<file path="src/rtl/mmio_uart_tx.sv">
// mmio_uart_tx: memory-mapped UART transmitter with a small TX FIFO and a pollable status word.
// Define UART_TX_PARITY_EN to insert an even-parity bit (8E1); the default build sends 8N1.
module mmio_uart_tx #(
  parameter int          BAUD_DIV    = 434,
  parameter int          FIFO_DEPTH  = 4,
  parameter logic [31:0] TX_ADDR     = 32'h1001_0024,
  parameter logic [31:0] STATUS_ADDR = 32'h1001_0028
) (
  input  logic        clk,
  input  logic        reset,
  input  logic [31:0] Address,
  input  logic [31:0] WriteData,
  input  logic        MemWrite,
  input  logic        MemRead,
  output logic [31:0] ReadData,
  output logic        TxD,
  output logic        Busy
);

  localparam int PTR_W = $clog2(FIFO_DEPTH);
  localparam int CNT_W = $clog2(BAUD_DIV);
  localparam logic [CNT_W-1:0] BAUD_LAST = CNT_W'(BAUD_DIV - 1);
  localparam logic [PTR_W:0]   FIFO_FULL_COUNT = (PTR_W + 1)'(FIFO_DEPTH);

`ifdef UART_TX_PARITY_EN
  typedef enum logic [2:0] {IDLE, START, DATA, PARITY, STOP} txState_t;
`else
  typedef enum logic [2:0] {IDLE, START, DATA, STOP} txState_t;
`endif

  txState_t         state;
  logic [7:0]       fifoMem [FIFO_DEPTH];
  logic [PTR_W-1:0] wrPtr;
  logic [PTR_W-1:0] rdPtr;
  logic [PTR_W:0]   fifoCount;
  logic [CNT_W-1:0] baudCnt;
  logic [2:0]       bitIdx;
  logic [7:0]       shiftReg;
  logic             txReg;
  logic             overflow;
`ifdef UART_TX_PARITY_EN
  logic             parityBit;
`endif

  logic       pushReq;
  logic       statusRd;
  logic       fifoFull;
  logic       fifoEmpty;
  logic       pushOk;
  logic       popReq;
  logic [7:0] headByte;
  logic       unusedWriteBits;

  assign pushReq   = MemWrite && (Address == TX_ADDR);
  assign statusRd  = MemRead && (Address == STATUS_ADDR);
  assign fifoFull  = (fifoCount == FIFO_FULL_COUNT);
  assign fifoEmpty = (fifoCount == '0);
  assign pushOk    = pushReq && !fifoFull;
  assign headByte  = fifoMem[rdPtr];
  assign unusedWriteBits = ^WriteData[31:8];

  // The FSM pops either from IDLE or straight out of STOP, so frames chain with no idle bit.
  assign popReq = !fifoEmpty && ((state == IDLE) || ((state == STOP) && (baudCnt == '0)));

  assign Busy     = (state != IDLE) || !fifoEmpty;
  assign TxD      = txReg;
  assign ReadData = statusRd ? {29'b0, overflow, fifoFull, Busy} : 32'b0;

  // Storage carries no reset; clearing the pointers is enough to discard queued bytes.
  always_ff @(posedge clk) begin
    if (pushOk) begin
      fifoMem[wrPtr] <= WriteData[7:0];
    end
  end

  always_ff @(posedge clk or posedge reset) begin
    if (reset) begin
      wrPtr     <= '0;
      rdPtr     <= '0;
      fifoCount <= '0;
    end else begin
      if (pushOk) begin
        wrPtr <= wrPtr + 1'b1;
      end
      if (popReq) begin
        rdPtr <= rdPtr + 1'b1;
      end
      case ({pushOk, popReq})
        2'b10:   fifoCount <= fifoCount + 1'b1;
        2'b01:   fifoCount <= fifoCount - 1'b1;
        default: fifoCount <= fifoCount;
      endcase
    end
  end

  // A dropped push sets overflow even when a status read would clear it on the same edge.
  always_ff @(posedge clk or posedge reset) begin
    if (reset) begin
      overflow <= 1'b0;
    end else if (pushReq && fifoFull) begin
      overflow <= 1'b1;
    end else if (statusRd) begin
      overflow <= 1'b0;
    end
  end

  always_ff @(posedge clk or posedge reset) begin
    if (reset) begin
      state    <= IDLE;
      baudCnt  <= '0;
      bitIdx   <= '0;
      shiftReg <= '0;
      txReg    <= 1'b1;
`ifdef UART_TX_PARITY_EN
      parityBit <= 1'b0;
`endif
    end else begin
      case (state)
        IDLE: begin
          txReg <= 1'b1;
          if (popReq) begin
            shiftReg <= headByte;
`ifdef UART_TX_PARITY_EN
            parityBit <= ^headByte;
`endif
            baudCnt <= BAUD_LAST;
            txReg   <= 1'b0;
            state   <= START;
          end
        end
        START: begin
          if (baudCnt == '0) begin
            baudCnt <= BAUD_LAST;
            bitIdx  <= '0;
            txReg   <= shiftReg[0];
            state   <= DATA;
          end else begin
            baudCnt <= baudCnt - 1'b1;
          end
        end
        DATA: begin
          if (baudCnt == '0) begin
            baudCnt <= BAUD_LAST;
            if (bitIdx == 3'd7) begin
`ifdef UART_TX_PARITY_EN
              txReg <= parityBit;
              state <= PARITY;
`else
              txReg <= 1'b1;
              state <= STOP;
`endif
            end else begin
              shiftReg <= shiftReg >> 1;
              txReg    <= shiftReg[1];
              bitIdx   <= bitIdx + 3'd1;
            end
          end else begin
            baudCnt <= baudCnt - 1'b1;
          end
        end
`ifdef UART_TX_PARITY_EN
        PARITY: begin
          if (baudCnt == '0) begin
            baudCnt <= BAUD_LAST;
            txReg   <= 1'b1;
            state   <= STOP;
          end else begin
            baudCnt <= baudCnt - 1'b1;
          end
        end
`endif
        STOP: begin
          if (baudCnt == '0) begin
            if (popReq) begin
              shiftReg <= headByte;
`ifdef UART_TX_PARITY_EN
              parityBit <= ^headByte;
`endif
              baudCnt <= BAUD_LAST;
              txReg   <= 1'b0;
              state   <= START;
            end else begin
              txReg <= 1'b1;
              state <= IDLE;
            end
          end else begin
            baudCnt <= baudCnt - 1'b1;
          end
        end
        default: begin
          txReg <= 1'b1;
          state <= IDLE;
        end
      endcase
    end
  end

endmodule

</file>
<file path="config.mk">
export PLATFORM = sky130hd
export DESIGN_NAME = mmio_uart_tx
export DESIGN_NICKNAME = d
export VERILOG_FILES = /design/src/rtl/mmio_uart_tx.sv
export SDC_FILE = /design/constraint.sdc
export NUM_CORES = 1
export LEC_CHECK = 0
export BUFFER_PORTS_ARGS = -buffer_cell sky130_fd_sc_hd__clkbuf_2
export CAP_MARGIN = 20
export CORE_ASPECT_RATIO = 1.75
export CORE_MARGIN = 2
export CORE_UTILIZATION = 54
export CTS_BUF_LIST = sky130_fd_sc_hd__clkbuf_8
export CTS_CLUSTER_DIAMETER = 40
export DETAILED_ROUTE_END_ITERATION = 7
export PLACE_DENSITY = 0.88
export SYNTH_ARGS = -nofsm -noshare
export SYNTH_HDL_FRONTEND = slang
export SYNTH_SLANG_ARGS = --single-unit
</file>
<file path="constraint.sdc">
create_clock -name clk -period 3.04 [get_ports clk]
set_clock_uncertainty 0.05 [all_clocks]
set_input_delay 0.608 -clock clk [delete_from_list [all_inputs] [get_ports clk]]
set_output_delay 0.608 -clock clk [all_outputs]
set_load 0.005 [all_outputs]
</file>
==> flow_summary_export.csv, run 1 <==
group,metric,value,unit
outcome,status,"completed",
floorplan,die_width,64.1,um
cts,clock_tree_from_tritoncts,"done",
synth,synth-seq-area-share,51.0,%
synth,post-synth-top-count-cell,"edfxtp_1",
synth,synth_top_area_share,28.2,%
setup_path,timing.critical_path.slowest_stage_cell,"nor4b_1",
setup_path,cpPeakStageDelay,350,ps
synth,synth_enable_flop_cells,32,
global_routing,grt_first_pass_wirelength,10500,um
synth,synth.cells.most_frequent,"32 x edfxtp_1, 30 x dfrtp_1, 29 x buf_4, 20 x inv_1, 18 x nor2_1",
synth,avgSynthCellArea,11.9,um^2
sta,timing.final.crit_period,2560,ps
place,buffer_ports.inserted,48,
cts,cts_h_tree_lvls,3,
power_and_ir_drop,static-leakage-power,0.00166,uW
synth,netlist_area,3410,um^2
drt,viasPerCell,5.38,
sta,worst-slew-pin-transition,588,ps
synth,synth.largest_area_cell,"edfxtp_1",
power_and_ir_drop,power_density_over_the_cells,454,nW/um^2
global_routing,gr-total-overflow,0,
cells_and_area,final.fill_count,481,
cts,numClockSinks,63,
cts,clk_root_buffer_cell,"clkbuf_8",
cts,post-cts-setup-buffer-count,0,
cells_and_area,layout.nets,426,
cells_and_area,utilization,62.7,%
global_routing,antenna_violations_before_repair,0,
place,finalWeightedCongestion,0.806,
cells_and_area,design_area,3850,um^2
setup_path,endpoint_kind_of_the_worst_setup_timing_path,"output port",
sta,setup_tns,0,ps
sta,final.period_utilization,84.3,%
sta,setup_violations,0,
global_routing,grt_use_total,20.2,%
synth,post_synth_inst_count,286,
floorplan,design.die.area,6990,um^2
cells_and_area,final_cells,426,
place,dpl-instance-area,3630,um^2
place,hpwl,4780,um
setup_path,reg2reg_setup_slack,500,ps
cts,cts_hold_repair.buffers,0,
synth,synthTopCellsByArea,"edfxtp_1 28%, dfrtp_1 22%, buf_4 6.4%",
synth,synth_cell_types,57,
sta,grt_setup_unrepaired,"no",
synth,yosys_warnings,0,
drt,first_iter_violations,125,
cells_and_area,final_layout_size_suffix_gt1_share,25.1,%
synth,synth-async-reset-ratio,49.2,%
setup_path,path_max_fanout,4,
floorplan,num_rows,38,
global_routing,number_of_global_route_vias_before_repair,2353,
cts,number_of_buffers_created_by_cts,9,
synth,yosys_most_used_dff,"edfxtp_1",
setup_path,required_time_reported_for_the_critical_path_endpoint,2380,ps
global_routing,maximum_number_of_pins_on_one_net_before_global_route_repair,32,
floorplan,top_level_ports,102,
drt,routed-via-count,2290,
cells_and_area,insertedDiodeCount,0,
job,max-cap-violations,0,
sta,slew_violations,0,
drt,detailed_route_wire_length,6340,um
drt,avgRoutedWirePerCell,14.9,um
min_path,min-delay-path-class,"input pin to async pin",
place,placed_cells,410,
floorplan,start_util,55.6,%
setup_path,crit_chain,"clkbuf_2 > nor4b_1 > nand4_1 > nor2_1 > nand4b_1 > a21oi_1 > clkbuf_2",
drt,post-route-drc-count,0,
floorplan,die_y,109,um
setup_path,critPathLaunchType,"input pin",
power_and_ir_drop,worst_ir_drop_vdd,0.000492,V
cts,ctsLongestPathBuffers,2,
sta,slew_headroom,60.8,%
drt,drt_first_pass_iters,4,
sta,hold_violations,0,
drt,route.antenna.remaining_nets,0,
setup_path,critical_path_class,"input pin to output port",
cts,cts.reportedPaths.clkPinSlew,70,ps
setup_path,path_common_cell,"clkbuf_2",
setup_path,crit_arrival,1900,ps
floorplan,core_region_area,6130,um^2
cells_and_area,area_added_between_synthesis_and_finish,12.8,%
cts,clock_insertion_delay_worst_skew,350,ps
sta,max_frequency,0.390,GHz
synth,ys_seq_elements,63,
cts,ctsResizeCount,0,
[through the flow]
stage / total power [uW] / setup WS [ps] / hold slack [ps]
final: 1750 / 477 / 252
after global routing: 1800 / 310 / 317
after CTS: 1760 / 489 / 265
after detailed placement: 966 / 260 / 414
after global placement: 964 / 357 / 418
after floorplan: 959 / 547 / 406
[power breakdown]
part	internal [uW]	total (uW)	leakage, uW	switching, uW
Sequential	897	897	0.000662	0.000000942
Clock	462	796	0.000103	335
Combinational	22.6	52.2	0.000892	29.6
Total	1380	1750	0.00166	364
[cell families (layout without fill, tap and decap cells)]
| logic type | count (synthesis) | count (layout) | synth area share (%) |
|---|---|---|---|
| muxes | 11 | 11 | 6.24 |
| buffers and inverters | 56 | 88 | 9.83 |
| xor gates and xnor gates | 6 | 6 | 1.54 |
| DFF | 63 | 63 | 51.0 |
| other | 1 | 29 | 0.110 |
| and+or+nand+nor | 77 | 77 | 12.7 |
| adders and majority gates | 17 | 17 | 6.46 |
| AOI/OAI and AO/OA | 55 | 55 | 12.2 |
[state kept, by name (all words and copies together), names as in the netlist]
name,flops
wrPtr,2
overflow,1
rdPtr,2
bitIdx,3
baudCnt,9
state,2
shiftReg,8
fifoCount,3
TxD,1
fifoMem,32
[worst paths after layout]
kind,start,to,cells after the start
min in group clk,TxD,TxD,2
max in group asynchronous,reset,TxD,3
setup reg to reg,baudCnt[0],fifoCount[2],11
hold / removal,reset,overflow,3
hold reg to reg,TxD,TxD,2
setup / recovery,Address[1],ReadData[0],7
[layout make-up]
cell class	count	area, um^2	area share [%]
flip-flops and latches	63	1740	45.2
multi-input cells	195	1440	37.5
repair buffers	52	270	7.03
clock buffers	9	124	3.22
well taps	80	100	2.60
clock inverters	7	96.3	2.50
inverters	20	75.1	1.95
[cell usage in the layout, fill, tap and decap left out, types with 5 or more instances in the layout]
cell	instances
clkbuf_8	9
nand2_1	13
nand3_1	7
conb_1	29
ha_1	16
edfxtp_1	32
clkbuf_2	48
nor4_1	8
dfrtp_1	30
o22a_1	8
inv_1	20
o21a_1	8
mux4_2	8
a21oi_1	10
o21ai_0	5
nor2_1	18
[worst max-delay path, delay by kind of cell]
kind / cells / cell delay [ps]
compound gates: 1 / 170
simple gates: 4 / 900
buf+inv: 2 / 220
[per-layer routing]
metal / GRT usage [%] / wire (um) / up-vias
li1: - / - / 1109
met4: 13.2 / 205 / 0
met1: 20.0 / 2300 / 1108
met5: 0 / 0 / -
met3: 4.75 / 222 / 20
met2: 36.9 / 3610 / 53
Power figures use the tool's default switching activity.
==> inputs of run 2 (changes only) <==
Settings changed: CORE_UTILIZATION 54 to 48, PLACE_DENSITY 0.88 to 0.83.
Clock period 3.04 ns to 2.15 ns, I/O delays scaled along.
==> flow_summary_export.csv, run 2 (synthesis results as in run 1) <==
group,metric,value,unit
sta,post-route-worst-setup-slack,-10.0,ps
global_routing,gr-total-overflow,0,
floorplan,design.die.area,7820,um^2
sta,setup_tns,-10.0,ps
cts,cts.reportedPaths.clkPinSlew,70,ps
drt,drt_first_pass_iters,4,
cts,number_of_buffers_created_by_cts,9,
cells_and_area,layout.nets,466,
global_routing,grt_first_pass_wirelength,11400,um
sta,final.period_utilization,100,%
setup_path,endpoint_kind_of_the_worst_setup_timing_path,"flop",
sta,setup_violations,1,
global_routing,antenna_violations_before_repair,0,
drt,first_iter_violations,94,
outcome,violated_checks,"negative setup slack",
drt,route.antenna.remaining_nets,0,
drt,post-route-drc-count,0,
cells_and_area,final_layout_size_suffix_gt1_share,38.7,%
cells_and_area,final_cell_mix,"42 x clkbuf_2, 40 x buf_4, 32 x edfxtp_1, 30 x dfrtp_1, 29 x conb_1",
cells_and_area,insertedDiodeCount,0,
setup_path,required_time_reported_for_the_critical_path_endpoint,2370,ps
place,buffer_ports.inserted,48,
power_and_ir_drop,worst_ir_drop_vdd,0.000536,V
place,finalWeightedCongestion,0.942,
cts,ctsLongestPathBuffers,2,
cts,cts_h_tree_lvls,3,
sta,grt_setup_unrepaired,"yes",
global_routing,maximum_number_of_pins_on_one_net_before_global_route_repair,32,
floorplan,core_region_area,6860,um^2
drt,avgRoutedWirePerCell,15.1,um
drt,routed-via-count,2482,
min_path,min-delay-path-class,"input pin to async pin",
sta,slew_violations,0,
floorplan,top_level_ports,102,
setup_path,critical_path_class,"flop to flop",
cts,numClockSinks,63,
floorplan,start_util,49.7,%
cells_and_area,registers.top_by_ff_count,"fifoMem",
power_and_ir_drop,power_density_over_the_cells,505,nW/um^2
setup_path,path_max_fanout,2,
drt,detailed_route_wire_length,7090,um
cells_and_area,largest_reg_flops,32,
floorplan,die_width,67.7,um
setup_path,critPathLaunchType,"flop",
cells_and_area,area_added_between_synthesis_and_finish,26.3,%
cts,clock_tree_from_tritoncts,"done",
global_routing,number_of_global_route_vias_before_repair,2532,
setup_path,rr_startpoint,"baudCnt[6]",
cts,cts_hold_repair.buffers,0,
floorplan,die_y,116,um
sta,holdWs,92.1,ps
setup_path,crit_arrival,2380,ps
sta,timing.final.crit_period,2160,ps
place,hpwl,5140,um
floorplan,num_rows,40,
outcome,status,"finished, violations left",
cells_and_area,reg.largest.list,"fifoMem x32, baudCnt x9, shiftReg x8",
power_and_ir_drop,static-leakage-power,0.00187,uW
sta,max_frequency,0.463,GHz
sta,hold_violations,0,
global_routing,grt_use_total,19.8,%
setup_path,crit_start,"baudCnt[6]",
cells_and_area,layout_commonest_cell,"clkbuf_2",
cts,clk_root_buffer_cell,"clkbuf_8",
drt,viasPerCell,5.29,
job,max-cap-violations,0,
cts,clock_insertion_delay_worst_skew,340,ps
-- run 2: per-layer routing --
| layer | up-vias | wire length [um] | global-route usage [%] | share of wire (%) |
|---|---|---|---|---|
| met5 | - | 0 | 0 | 0 |
| met3 | 18 | 290 | 4.66 | 4.1 |
| li1 | 1183 | - | - | - |
| met2 | 77 | 4180 | 36.5 | 59 |
| met1 | 1204 | 2410 | 19.6 | 34 |
| met4 | 0 | 206 | 10.7 | 2.9 |
-- run 2: final cells by class --
| cell class | instances | area, um^2 |
|---|---|---|
| fillers | 513 | 2550 |
| clock inverters | 6 | 30.0 |
| repair buffers | 92 | 639 |
| multi-input cells | 195 | 1600 |
| well taps | 84 | 105 |
| flip-flops and latches | 63 | 1740 |
| inverters | 20 | 75.1 |
| clock buffers | 9 | 124 |
-- run 2: worst max-delay path, cell delays in order (launching register included) --
cell     delay [ps]
dfrtp_1         400
nor4_4          330
a41oi_2         160
nor2_2          150
ha_2            210
inv_2            40
fa_2            330
xor2_1          150
nor2_1          130
xor2_1          150
-- run 2: repair_timing --
action                     in CTS  in global routing
setup endpoints to repair       3                 14
setup buffers                   3                  5
gates resized for setup         9                 23
pin swaps                       6                 11
gates cloned                    0                  0
-- run 2: report_power, final --
group | leakage, uW | internal, uW | switching (uW)
clock | 0.0000851 | 396 | 421
combinational | 0.00113 | 39.4 | 51.4
sequential | 0.000662 | 1270 | 0.00000147
-- run 2: metrics by stage --
step | cells | area, um^2 | worst slack (ps) | utilization, % | power (uW)
floorplan | 314 | 3550 | -125 | - | 1360
global placement | 446 | 3960 | -90.9 | 57.7 | 1370
detailed placement | 446 | 3960 | -156 | 57.7 | 1370
CTS | 464 | 4160 | -24.3 | 60.7 | 2180
global route | 469 | 4310 | -140 | 62.8 | 2280
finish | 469 | 4310 | -10.0 | 62.8 | 2180
-- run 2: path summary, 6_finish.rpt --
| kind | end | slack [ps] | depth (start not counted) |
|---|---|---|---|
| setup / recovery | fifoCount[2] | -10 | 9 |
| hold / removal | baudCnt[3] | 90 | 3 |
| setup reg to reg | fifoCount[2] | -10 | 9 |
| hold reg to reg | TxD | 440 | 2 |
| max in group asynchronous | TxD | 1630 | 3 |
| min in group clk | fifoMem[0][2] | 260 | 1 |
==> inputs of run 3 (changes only) <==
Settings changed: CORE_UTILIZATION 48 to 47, CTS_BUF_LIST sky130_fd_sc_hd__clkbuf_8 to sky130_fd_sc_hd__clkbuf_4 sky130_fd_sc_hd__clkbuf_8 sky130_fd_sc_hd__clkbuf_16, PLACE_DENSITY 0.83 to 0.82.
==> flow_summary_export.csv, run 3 (synthesis results as in run 1) <==
group,metric,value,unit
floorplan,design.die.area,7980,um^2
setup_path,setup.worst_path.end,"fifoCount[2]",
cts,numClockSinks,63,
cells_and_area,layout.nets,461,
floorplan,die_width,68.4,um
setup_path,r2r_end,"fifoCount[2]",
cells_and_area,final_layout_size_suffix_gt1_share,38.1,%
outcome,violated_checks,"negative setup slack",
cells_and_area,final_cells,467,
sta,holdWs,111,ps
drt,detailed_route_wire_length,6890,um
sta,slew_headroom,66.0,%
setup_path,endpoint_kind_of_the_worst_setup_timing_path,"flop",
floorplan,core_region_area,7130,um^2
cts,cts_h_tree_lvls,3,
place,buffer_ports.inserted,48,
setup_path,required_time_reported_for_the_critical_path_endpoint,2350,ps
place,post-place-ws,-210,ps
sta,setup_violations,1,
global_routing,grt_util_met1,18.3,%
cells_and_area,registers.top_by_ff_count,"fifoMem",
cts,clock_insertion_delay_worst_skew,330,ps
drt,post-route-drc-count,0,
sta,slew_violations,0,
setup_path,worstRegToRegCells,9,
drt,viasPerCell,5.38,
cells_and_area,final.fill_count,538,
setup_path,critPathLaunchType,"flop",
global_routing,grt.busiest_layer,"met2",
cells_and_area,area_added_between_synthesis_and_finish,29.8,%
min_path,min-delay-path-class,"input pin to async pin",
setup_path,reg2reg_setup_slack,-80,ps
place,finalWeightedCongestion,0.874,
global_routing,maximum_number_of_pins_on_one_net_before_global_route_repair,32,
sta,timing.final.crit_period,2230,ps
cts,number_of_buffers_created_by_cts,9,
sta,worst-slew-pin-transition,510,ps
cells_and_area,layout_commonest_cell,"clkbuf_2",
setup_path,path_common_cell,"xor2_1",
drt,route.antenna.remaining_nets,0,
place,placed_cells,445,
floorplan,num_rows,41,
place,hpwl,4960,um
global_routing,number_of_global_route_vias_before_repair,2458,
setup_path,path_max_fanout,2,
global_routing,grt_first_pass_wirelength,10800,um
global_routing,grt_use_total,18.7,%
setup_path,crit_chain,"nor4_4 > a41oi_2 > nor2_2 > ha_2 > inv_2 > fa_2 > xor2_1 > nor2_1 > xor2_1",
drt,routed-via-count,2512,
floorplan,start_util,47.8,%
setup_path,crit_start,"baudCnt[5]",
drt,first_iter_violations,183,
floorplan,die_y,117,um
cells_and_area,multi_input_area,1590,um^2
power_and_ir_drop,worst_ir_drop_vdd,0.000779,V
power_and_ir_drop,static-leakage-power,0.00191,uW
floorplan,top_level_ports,102,
sta,final.period_utilization,104,%
setup_path,timing.critical_path.slowest_stage_cell,"dfrtp_1",
global_routing,grtUsageMet2,33.0,%
global_routing,gr-total-overflow,0,
drt,avgRoutedWirePerCell,14.7,um
cts,clock_tree_from_tritoncts,"done",
cells_and_area,insertedDiodeCount,0,
job,max-cap-violations,0,
cts,cts.reportedPaths.clkPinSlew,60,ps
cts,clk_root_buffer_cell,"clkbuf_16",
cells_and_area,largest_reg_flops,32,
outcome,status,"finished, violations left",
cts,ctsLongestPathBuffers,2,
setup_path,crit_arrival,2440,ps
global_routing,grtUsageMet3,4.62,%
sta,grt_setup_unrepaired,"yes",
setup_path,rr_startpoint,"baudCnt[5]",
power_and_ir_drop,power_density_over_the_cells,640,nW/um^2
sta,hold_violations,0,
cells_and_area,reg.largest.list,"fifoMem x32, baudCnt x9, shiftReg x8",
global_routing,antenna_violations_before_repair,0,
cells_and_area,utilization,62.1,%
setup_path,cpPeakStageDelay,410,ps
sta,max_frequency,0.448,GHz
cells_and_area,final_cell_mix,"42 x clkbuf_2, 35 x buf_4, 32 x edfxtp_1, 30 x dfrtp_1, 29 x conb_1",
cells_and_area,ff_latch_area,1740,um^2
setup_path,critical_path_class,"flop to flop",
sta,post-route-worst-setup-slack,-83.0,ps
drt,drt_first_pass_iters,4,
run 3: changes by cell type in the layout (fill, tap and decap cells not counted), moves of 2 or more:
| cell | delta |
|---|---|
| clkbuf_16 | +9 |
| clkbuf_8 | -9 |
| a221oi_2 | -2 |
| inv_6 | +2 |
| buf_4 | -5 |
| clkinv_1 | -2 |
| a221oi_1 | +2 |
run 3: worst min path at each step:
stage / slack, ps / from / to
after floorplan: 410 / overflow / overflow
after global placement: 420 / overflow / overflow
after detailed placement: 430 / shiftReg[3] / shiftReg[3]
after CTS: 120 / reset / baudCnt[6]
after global routing: 150 / reset / overflow
final: 110 / reset / fifoCount[2]
run 3: repair_timing:
action	CTS	global route
resized for setup	7	22
pin swaps	6	15
buffers inserted	2	4
setup endpoints to repair	4	24
hold buffers	0	0
run 3: stage by stage:
step | cell area (um^2) | total power [uW] | TNS [ps]
after global placement | 3940 | 1370 | -166
after floorplan | 3550 | 1360 | -154
after CTS | 4280 | 2840 | -96.3
after detailed placement | 3940 | 1370 | -449
final | 4430 | 2830 | -83.0
after global routing | 4430 | 2930 | -500
run 3: area by class of cell:
class / instances / share of cell area [%]
flip-flops and latches: 63 / 39.2
multi-input cells: 195 / 36.0
repair buffers: 87 / 13.7
clock buffers: 9 / 5.09
well taps: 86 / 2.43
clock inverters: 7 / 1.81
inverters: 20 / 1.70
run 3: power breakdown:
group	switching [uW]	total, uW	internal [uW]
Sequential	0.00000135	1270	1270
Combinational	50.4	91.4	41.0
Clock	559	1470	912
Total	609	2830	2220
run 3: metal layers:
metal	vias to the layer above	share of wire [%]	wire length, um
li1	1175	-	-
met1	1219	35	2400
met2	88	57	3890
met3	30	3.8	262
met4	0	4.9	336
met5	-	0	0
run 3: worst max-delay path, delay by kind of cell, from the launching register on:
kind	cells	cell delay (ps)
simple gates	3	640
fa+ha+maj	2	530
flops	1	410
xor+xnor	2	310
compound gates	1	170
buf+inv	1	40
